===== src/rtl/uart_rx_param_if.sv =====
// Receiver-to-consumer bundle for uart_rx_param: word, valid/ready handshake and status flags.
// parity_err exists only when UART_RX_PARITY_EN is defined.
interface uart_rx_param_if #(
  parameter int DATA_BITS = 8
);
  logic [DATA_BITS-1:0] data_out;
  logic                 valid;
  logic                 ready;
  logic                 busy;
  logic                 frame_err;
  logic                 overrun;
`ifdef UART_RX_PARITY_EN
  logic                 parity_err;
`endif

  modport master (
    output data_out, valid, busy, frame_err, overrun,
`ifdef UART_RX_PARITY_EN
    output parity_err,
`endif
    input  ready
  );

  modport slave (
    input  data_out, valid, busy, frame_err, overrun,
`ifdef UART_RX_PARITY_EN
    input  parity_err,
`endif
    output ready
  );
endinterface


===== src/rtl/uart_rx_param.sv =====
// Oversampling UART receiver: 2-flop synchroniser, mid-bit sampling, valid/ready output with overrun/framing flags.
// Optional parity check compiled in with UART_RX_PARITY_EN.
module uart_rx_param #(
  parameter int CLKS_PER_BIT = 16,
  parameter int DATA_BITS    = 8,
  parameter int STOP_BITS    = 1,
  parameter int PARITY_ODD   = 0
) (
  input  logic            clk,
  input  logic            rst_n,
  input  logic            rx,
  uart_rx_param_if.master bus
);

  localparam int CW = $clog2(CLKS_PER_BIT);
  localparam int BW = $clog2(DATA_BITS + 1);
  localparam logic [CW-1:0] HALF_END  = CW'(CLKS_PER_BIT / 2 - 1);
  localparam logic [CW-1:0] FULL_END  = CW'(CLKS_PER_BIT - 1);
  localparam logic [BW-1:0] DATA_LAST = BW'(DATA_BITS - 1);
  localparam logic [BW-1:0] STOP_LAST = BW'(STOP_BITS - 1);
`ifdef UART_RX_PARITY_EN
  localparam logic PAR_SENSE = PARITY_ODD[0];
`endif

  if (CLKS_PER_BIT < 4 || DATA_BITS < 5 || DATA_BITS > 9 ||
      !(STOP_BITS == 1 || STOP_BITS == 2) || PARITY_ODD < 0 || PARITY_ODD > 1) begin : g_param_check
    $error("uart_rx_param: parameter out of legal range");
  end

  typedef enum logic [2:0] {
    S_IDLE,
    S_START,
    S_DATA,
`ifdef UART_RX_PARITY_EN
    S_PARITY,
`endif
    S_STOP,
    S_RECOVER
  } state_e;

  state_e               state_q, state_d;
  logic [CW-1:0]        clk_cnt_q, clk_cnt_d;
  logic [BW-1:0]        bit_cnt_q, bit_cnt_d;
  logic [DATA_BITS-1:0] sh_q, sh_d;
  logic [DATA_BITS-1:0] data_q, data_d;
  logic                 valid_q, valid_d;
  logic                 ferr_q, ferr_d;
  logic                 ovr_q, ovr_d;
  logic                 sync1_q, rx_s_q;
  logic                 full_wrap;
  logic                 complete;
  logic                 accept;
`ifdef UART_RX_PARITY_EN
  logic                 perr_q, perr_d;
  logic                 pbad_q, pbad_d;
`endif

  always_ff @(posedge clk or negedge rst_n) begin
    if (!rst_n) begin
      sync1_q <= 1'b1;
      rx_s_q  <= 1'b1;
    end else begin
      sync1_q <= rx;
      rx_s_q  <= sync1_q;
    end
  end

  always_ff @(posedge clk or negedge rst_n) begin
    if (!rst_n) begin
      state_q   <= S_IDLE;
      clk_cnt_q <= '0;
      bit_cnt_q <= '0;
      sh_q      <= '0;
      data_q    <= '0;
      valid_q   <= 1'b0;
      ferr_q    <= 1'b0;
      ovr_q     <= 1'b0;
`ifdef UART_RX_PARITY_EN
      perr_q    <= 1'b0;
      pbad_q    <= 1'b0;
`endif
    end else begin
      state_q   <= state_d;
      clk_cnt_q <= clk_cnt_d;
      bit_cnt_q <= bit_cnt_d;
      sh_q      <= sh_d;
      data_q    <= data_d;
      valid_q   <= valid_d;
      ferr_q    <= ferr_d;
      ovr_q     <= ovr_d;
`ifdef UART_RX_PARITY_EN
      perr_q    <= perr_d;
      pbad_q    <= pbad_d;
`endif
    end
  end

  assign full_wrap = (clk_cnt_q == FULL_END);
  assign accept    = valid_q && bus.ready;

  always_comb begin
    state_d   = state_q;
    clk_cnt_d = clk_cnt_q;
    bit_cnt_d = bit_cnt_q;
    sh_d      = sh_q;
    data_d    = data_q;
    valid_d   = valid_q;
    ferr_d    = 1'b0;
    ovr_d     = ovr_q;
    complete  = 1'b0;
`ifdef UART_RX_PARITY_EN
    perr_d    = 1'b0;
    pbad_d    = pbad_q;
`endif

    unique case (state_q)
      S_IDLE: begin
        if (!rx_s_q) begin
          state_d   = S_START;
          clk_cnt_d = '0;
        end
      end
      S_START: begin
        if (clk_cnt_q == HALF_END) begin
          clk_cnt_d = '0;
          bit_cnt_d = '0;
          state_d   = rx_s_q ? S_IDLE : S_DATA;
        end else begin
          clk_cnt_d = clk_cnt_q + 1'b1;
        end
      end
      S_DATA: begin
        if (full_wrap) begin
          clk_cnt_d = '0;
          sh_d      = {rx_s_q, sh_q[DATA_BITS-1:1]};
          if (bit_cnt_q == DATA_LAST) begin
            // bit_cnt is reused to count stop samples.
            bit_cnt_d = '0;
`ifdef UART_RX_PARITY_EN
            state_d   = S_PARITY;
`else
            state_d   = S_STOP;
`endif
          end else begin
            bit_cnt_d = bit_cnt_q + 1'b1;
          end
        end else begin
          clk_cnt_d = clk_cnt_q + 1'b1;
        end
      end
`ifdef UART_RX_PARITY_EN
      S_PARITY: begin
        if (full_wrap) begin
          clk_cnt_d = '0;
          state_d   = S_STOP;
          pbad_d    = (rx_s_q != ((^sh_q) ^ PAR_SENSE));
          perr_d    = pbad_d;
        end else begin
          clk_cnt_d = clk_cnt_q + 1'b1;
        end
      end
`endif
      S_STOP: begin
        if (full_wrap) begin
          clk_cnt_d = '0;
          if (!rx_s_q) begin
            ferr_d  = 1'b1;
            state_d = S_RECOVER;
          end else if (bit_cnt_q == STOP_LAST) begin
            state_d  = S_IDLE;
`ifdef UART_RX_PARITY_EN
            complete = !pbad_q;
`else
            complete = 1'b1;
`endif
          end else begin
            bit_cnt_d = bit_cnt_q + 1'b1;
          end
        end else begin
          clk_cnt_d = clk_cnt_q + 1'b1;
        end
      end
      S_RECOVER: begin
        if (rx_s_q) state_d = S_IDLE;
      end
      default: state_d = S_IDLE;
    endcase

    // A completion in the same cycle as a handshake replaces the consumed word.
    if (accept) begin
      valid_d = 1'b0;
      ovr_d   = 1'b0;
    end
    if (complete) begin
      if (!valid_q || bus.ready) begin
        data_d  = sh_q;
        valid_d = 1'b1;
      end else begin
        ovr_d = 1'b1;
      end
    end
  end

  assign bus.data_out  = data_q;
  assign bus.valid     = valid_q;
  assign bus.busy      = (state_q != S_IDLE);
  assign bus.frame_err = ferr_q;
  assign bus.overrun   = ovr_q;
`ifdef UART_RX_PARITY_EN
  assign bus.parity_err = perr_q;
`endif

endmodule


===== src/flat_wrapper.sv =====
// flat-port wrapper written by rule: the top's interface ports become plain ports
module uart_rx_param_flat 
#(
  parameter int CLKS_PER_BIT = 16,
  parameter int DATA_BITS    = 8,
  parameter int STOP_BITS    = 1,
  parameter int PARITY_ODD   = 0
)
  (clk, rst_n, rx, bus_data_out, bus_valid, bus_busy, bus_frame_err, bus_overrun, bus_ready);
  uart_rx_param_if #(.DATA_BITS(DATA_BITS)) bus_i ();
  input  logic clk;
  input  logic rst_n;
  input  logic rx;
  output wire logic [$bits(bus_i.data_out)-1:0] bus_data_out;
  output wire logic [$bits(bus_i.valid)-1:0] bus_valid;
  output wire logic [$bits(bus_i.busy)-1:0] bus_busy;
  output wire logic [$bits(bus_i.frame_err)-1:0] bus_frame_err;
  output wire logic [$bits(bus_i.overrun)-1:0] bus_overrun;
  input wire logic [$bits(bus_i.ready)-1:0] bus_ready;
  assign bus_data_out = bus_i.data_out;
  assign bus_valid = bus_i.valid;
  assign bus_busy = bus_i.busy;
  assign bus_frame_err = bus_i.frame_err;
  assign bus_overrun = bus_i.overrun;
  assign bus_i.ready = bus_ready;
  uart_rx_param #(.CLKS_PER_BIT(CLKS_PER_BIT), .DATA_BITS(DATA_BITS), .STOP_BITS(STOP_BITS), .PARITY_ODD(PARITY_ODD)) u_core (.clk(clk), .rst_n(rst_n), .rx(rx), .bus(bus_i));
endmodule

===== config.mk =====
export PLATFORM = sky130hd
export DESIGN_NAME = uart_rx_param_flat
export DESIGN_NICKNAME = d
export VERILOG_FILES = /design/src/rtl/uart_rx_param_if.sv /design/src/rtl/uart_rx_param.sv /design/src/flat_wrapper.sv
export SDC_FILE = /design/constraint.sdc
export NUM_CORES = 1
export LEC_CHECK = 0
export ABC_AREA = 1
export CORE_MARGIN = 5
export CORE_UTILIZATION = 35
export DETAILED_ROUTE_END_ITERATION = 8
export HOLD_SLACK_MARGIN = 0.15
export PLACE_DENSITY = 0.51
export SLEW_MARGIN = 30
export SYNTH_ARGS = -nofsm -noshare
export SYNTH_HDL_FRONTEND = slang
export SYNTH_SLANG_ARGS = --single-unit
export TNS_END_PERCENT = 50

===== constraint.sdc =====
create_clock -name clk -period 2 [get_ports clk]
set_input_delay 0.4 -clock clk [delete_from_list [all_inputs] [get_ports clk]]
set_output_delay 0.4 -clock clk [all_outputs]
set_load 0.01 [all_outputs]

* Yosys cells after proc, flatten, opt, wreduce, memory -nomap -nowiden *
Cells that the tools add are included.

operators by class
  mux-type cells = 34
  reductions and logical operators = 14
  $add $sub $neg = 2
  equality and inequality tests = 16

operators by type and width
  cell                                                   count
  two-way mux 4 bit                                      9
  two-way mux 3 bit                                      8
  case mux 4 bit (3 select lines)                        2
  case mux 3 bit (5 select lines)                        1
  two-way mux 1 bit                                      13
  inequality test 2 x 1 -> 1 bit, second input constant  6
  nonzero test 3 bit                                     3
  adder 4 x 1 -> 4 bit, second input constant            2
  == test 4 x 3 -> 1 bit, second input constant          2
  AND reduction 7 bit                                    1
  == test 3 x 2 -> 1 bit, second input constant          2
  AND reduction 2 bit                                    3
  AND reduction 6 bit                                    1
  == test 4 bit, second input constant                   1
  logical NOT 4 bit                                      1
  inequality test 2 bit, second input constant           2
  == test 3 x 1 -> 1 bit, second input constant          1
  == test 3 bit, second input constant                   1
  logical NOT 3 bit                                      1
  inequality test 3 bit, second input constant           1
  two-way mux 2 bit                                      1
  OR reduction 2 bit                                     1
  logical AND 1 bit                                      1
  logical NOT 1 bit                                      1
  logical OR 1 bit                                       1

word-level totals
  logic and storage cells = 76
  input bits = 4
  bits in registers = 32

* Logic depth before layout (Yosys ltp) *
  depth after elaboration = 6
  gate-level depth with buffers = 10

* Worst setup path after synthesis *
OpenSTA, ideal clock, no wires.

  path kind = reg-to-reg
  start = register u_core.clk_cnt_q[0]
  end = register u_core.data_q[1] (netlist: u_core.bus.data_out[1])
  path slack = 0.621 ns
  library setup time = 0.117 ns
  arrival time = 1.262 ns
  stages on the path, launching flop included = 8
  period minus slack after synthesis = 1.379 ns
  required time = 1.883 ns
  path through = dfrtp_1 > ha_1 > nand3_4 > nor2_2 > nand4_4 > buf_6 > nand2_2 > o21ai_2

between the ends
  longest elaborated chain between the ends = 4

RTL lines
  element                               RTL line              source
  start: declaration                    uart_rx_param.sv:42   logic [CW-1:0] clk_cnt_q, clk_cnt_d;
  start signal: assignment              uart_rx_param.sv:84   clk_cnt_q <= clk_cnt_d;
  == test 4 bit                         uart_rx_param.sv:98   assign full_wrap = (clk_cnt_q == FULL_END);
  two-way mux 1 bit                     uart_rx_param.sv:164  if (full_wrap) begin
  two-way mux 1 bit                     uart_rx_param.sv:116  unique case (state_q)
  AND reduction 2 bit (no source line)  --
  end signal: assignment                uart_rx_param.sv:87   data_q <= data_d;
  end: declaration                      uart_rx_param.sv:45   logic [DATA_BITS-1:0] data_q, data_d;

Every way passes these cells.
A chain may end at the register's enable or synchronous reset.

* Worst setup path after layout *
  start = register u_core.state_q[0]
  end = output port bus_busy

between the ends
  longest elaborated chain between the ends = 1

RTL lines
  element                   RTL line              source
  start: declaration        uart_rx_param.sv:41   state_e state_q, state_d;
  start signal: assignment  uart_rx_param.sv:83   state_q <= state_d;
  nonzero test 3 bit        uart_rx_param.sv:206  assign bus.busy = (state_q != S_IDLE);
  end: declaration          flat_wrapper.sv:16    output wire logic [$bits(bus_i.busy)-1:0] bus_busy;

Every way passes these cells.

==> flow_metrics.py <==
metrics = {
    "min_path": {
        "hold_path_class": "reg -> reg",
        "hold_end": "u_core.rx_s_q",
        "hold_path_depth": 0,
        "min_from": "u_core.sync1_q",
    },
    "floorplan": {
        "core_mm2": 0.00435,
        "die_h_um": 77.0,
        "num_rows": 24,
        "initial_core_util_pct": 36.0,
        "io_pins": 16,
        "die-area_mm2": 0.00592,
        "die_w_um": 77.0,
    },
    "layout": {
        "final_cell_mix": "nand2_1, dfrtp_1, inv_1",
        "drive_gt1_share_pct": 18.7,
        "finalNetCount": 204,
        "multiInputGateArea_um2": 668,
        "diodes": 0,
        "final_common_cell": "nand2_1",
        "fillers": 403,
        "area_delta_synth_final_pct": 19.5,
        "seqCellArea_um2": 805,
    },
    "synth": {
        "synth_cells": 176,
        "synth_seq_cells": 32,
        "netlist_area_mm2": 0.00157,
        "yosysTopAreaCell": "dfrtp_1",
        "synthTopCellsByArea": "dfrtp_1, nand2_1, inv_1",
        "synth_area_per_cell_um2": 8.91,
        "synth_cell_types": 28,
        "synthesis.nets": 183,
        "ys_seq_area_share_pct": 51.2,
        "netlist.area_leader.share_pct": 47.8,
        "yosys_warnings": 0,
    },
    "worst_setup_path": {
        "reg2reg_depth": 6,
        "path_cells": "nor2_4, nand2_1, clkdlybuf4s50_1",
        "cp.arrival_ps": 1490,
        "slowest_stage": "clkdlybuf4s50_1",
        "r2r_start": "u_core.clk_cnt_q[0]",
        "worstSetupPathType": "reg -> out",
        "end_kind": "output port",
        "rrSetupSlack_ps": 410,
        "rr_endpoint": "u_core.bus.data_out[4]",
        "cp-start-kind": "register",
        "worst-path-max-fanout": 6,
        "critical_path.top_delay_family": "buffers and inverters",
        "critPathBufInv": 1,
        "cp.required_ps": 1600,
        "max_stage_delay_ps": 490,
    },
    "routing": {
        "postRouteWirelength_mm": 2.97,
        "drtPass1Iterations": 4,
        "num_vias": 1187,
        "viasPerCell": 4.75,
        "wire_per_inst_um": 11.9,
        "drcViolationCount": 0,
        "drtAntennaViolNets": 0,
        "drtIter0Drc": 67,
    },
    "placed_design": {
        "portBuffers": 15,
        "gp_congestion": 0.857,
        "dp_hpwl_mm": 2.16,
    },
    "timing": {
        "fin_crit_sh_pct": 94.5,
        "rsz0062_at_grt": "no",
        "relSlewSlack_pct": 70.8,
        "period_minus_slack_ps": 1890,
        "report.final.slew_viol_count": 0,
        "setup_viol": 0,
        "hold_ws_ps": 359,
        "finClkSkew_ps": 8.66,
        "tightest_slew_ps": 438,
        "max_freq_ghz": 0.529,
        "finalHoldViolations": 0,
        "tns_ps": 0,
    },
    "global_routing": {
        "grt_max_degree": 33,
        "busiest_layer": "met2",
        "globalRoute.totalOverflow": 0,
        "grt_pass1_vias": 1208,
        "use_met1_pct": 13.3,
        "grt_pass1_wl_mm": 5.35,
        "track_usage_pct": 11.1,
        "antenna_found_initial": 0,
        "met3_usage_pct": 3.63,
        "grtUsageMet2_pct": 17.7,
    },
    "clock_tree": {
        "clk_latency_ps": 280,
        "cts_sinks": 32,
        "htree_levels": 2,
        "clockBufferDepth": 2,
        "cts_tree": "built",
        "cts_hold_buf": 0,
        "path_clk_slew_ps": 70,
        "post_cts_buffers": 0,
        "cts-root-buf": "clkbuf_8",
        "cts_buffers": 5,
        "post_cts_resized": 0,
    },
    "power_and_ir_drop": {
        "p_leak_nw": 0.849,
        "ir_worst_vdd_uv": 392,
        "p_per_area_mw_per_mm2": 1040,
    },
    "job": {
        "cap_violations": 0,
    },
    "run_status": {
        "outcome": "complete, no violations",
    },
}
how the worst max path moves through the flow:
stage,start,to,cells past startpoint
2_1_floorplan,u_core.clk_cnt_q[0],u_core.bus.data_out[1],7
3_3_place_gp,bus_ready,u_core.bus.data_out[2],6
3_5_place_dp,bus_ready,u_core.bus.data_out[4],6
4_1_cts,u_core.state_q[0],bus_busy,3
5_1_grt,u_core.state_q[0],bus_busy,3
6_report,u_core.state_q[0],bus_busy,3
layer usage:
| metal | wire length [um] | up-vias | share of wire, % |
|---|---|---|---|
| met1 | 1360 | 557 | 46 |
| met3 | 136 | 10 | 4.6 |
| met4 | 74 | 0 | 2.5 |
| met2 | 1390 | 24 | 47 |
| met5 | 0 | - | 0 |
| li1 | - | 596 | - |
area by class of cell:
class | instances | area share (%)
clock buffers | 7 | 4.60
clock inverters | 1 | 0.400
inverters | 21 | 4.20
multi-input cells | 120 | 35.6
flip-flops and latches | 32 | 42.9
well taps | 52 | 3.47
repair buffers | 17 | 8.81
synthesized netlist by cell type, drive strengths merged:
cell and number:
nor3 1, nand3 16, buf 3, o21a 1, dfstp 2, dfrtp 30, ha 3, nand2 54
o21ai 22, xor2 1, nand4 1, xnor2 1, inv 21, a31oi 1, o22ai 1, a21oi 3
nor2 15
cell families after synthesis:
group | after synthesis | synth area share, %
buffers and inverters | 24 | 6.54
xor gates and xnor gates | 2 | 1.12
AOI/OAI and AO/OA | 28 | 11.2
DFF | 32 | 51.2
adders and majority gates | 3 | 2.39
and+or+nand+nor | 87 | 27.6
flip-flops by register name, indices dropped and copies added, names as in the netlist:
| name | cells |
|---|---|
| u_core.bit_cnt_q | 4 |
| u_core.bus.data_out | 8 |
| u_core.bus.frame_err | 1 |
| u_core.bus.overrun | 1 |
| u_core.bus.valid | 1 |
| u_core.clk_cnt_q | 4 |
| u_core.rx_s_q | 1 |
| u_core.sh_q | 8 |
| u_core.state_q | 3 |
| u_core.sync1_q | 1 |
stage by stage:
step	utilization, %	cells	area (um2)	power (mW)	worst slack [ps]
finish	43.1	250	1880	1.95	110
floorplan	-	176	1570	1.28	621
global route	43.1	250	1880	2.10	34.6
detailed placement	40.8	242	1780	1.44	285
CTS	42.9	250	1870	1.97	49.5
global placement	40.8	242	1780	1.43	319
where the power goes:
part	switching, mW	total, mW	leakage (nW)	internal, mW
clock	0.233	0.512	0.0445	0.279
combinational	0.413	0.647	0.372	0.234
sequential	0.0776	0.789	0.432	0.711
total	0.723	1.95	0.849	1.22
(Power assumes the default switching activity.)
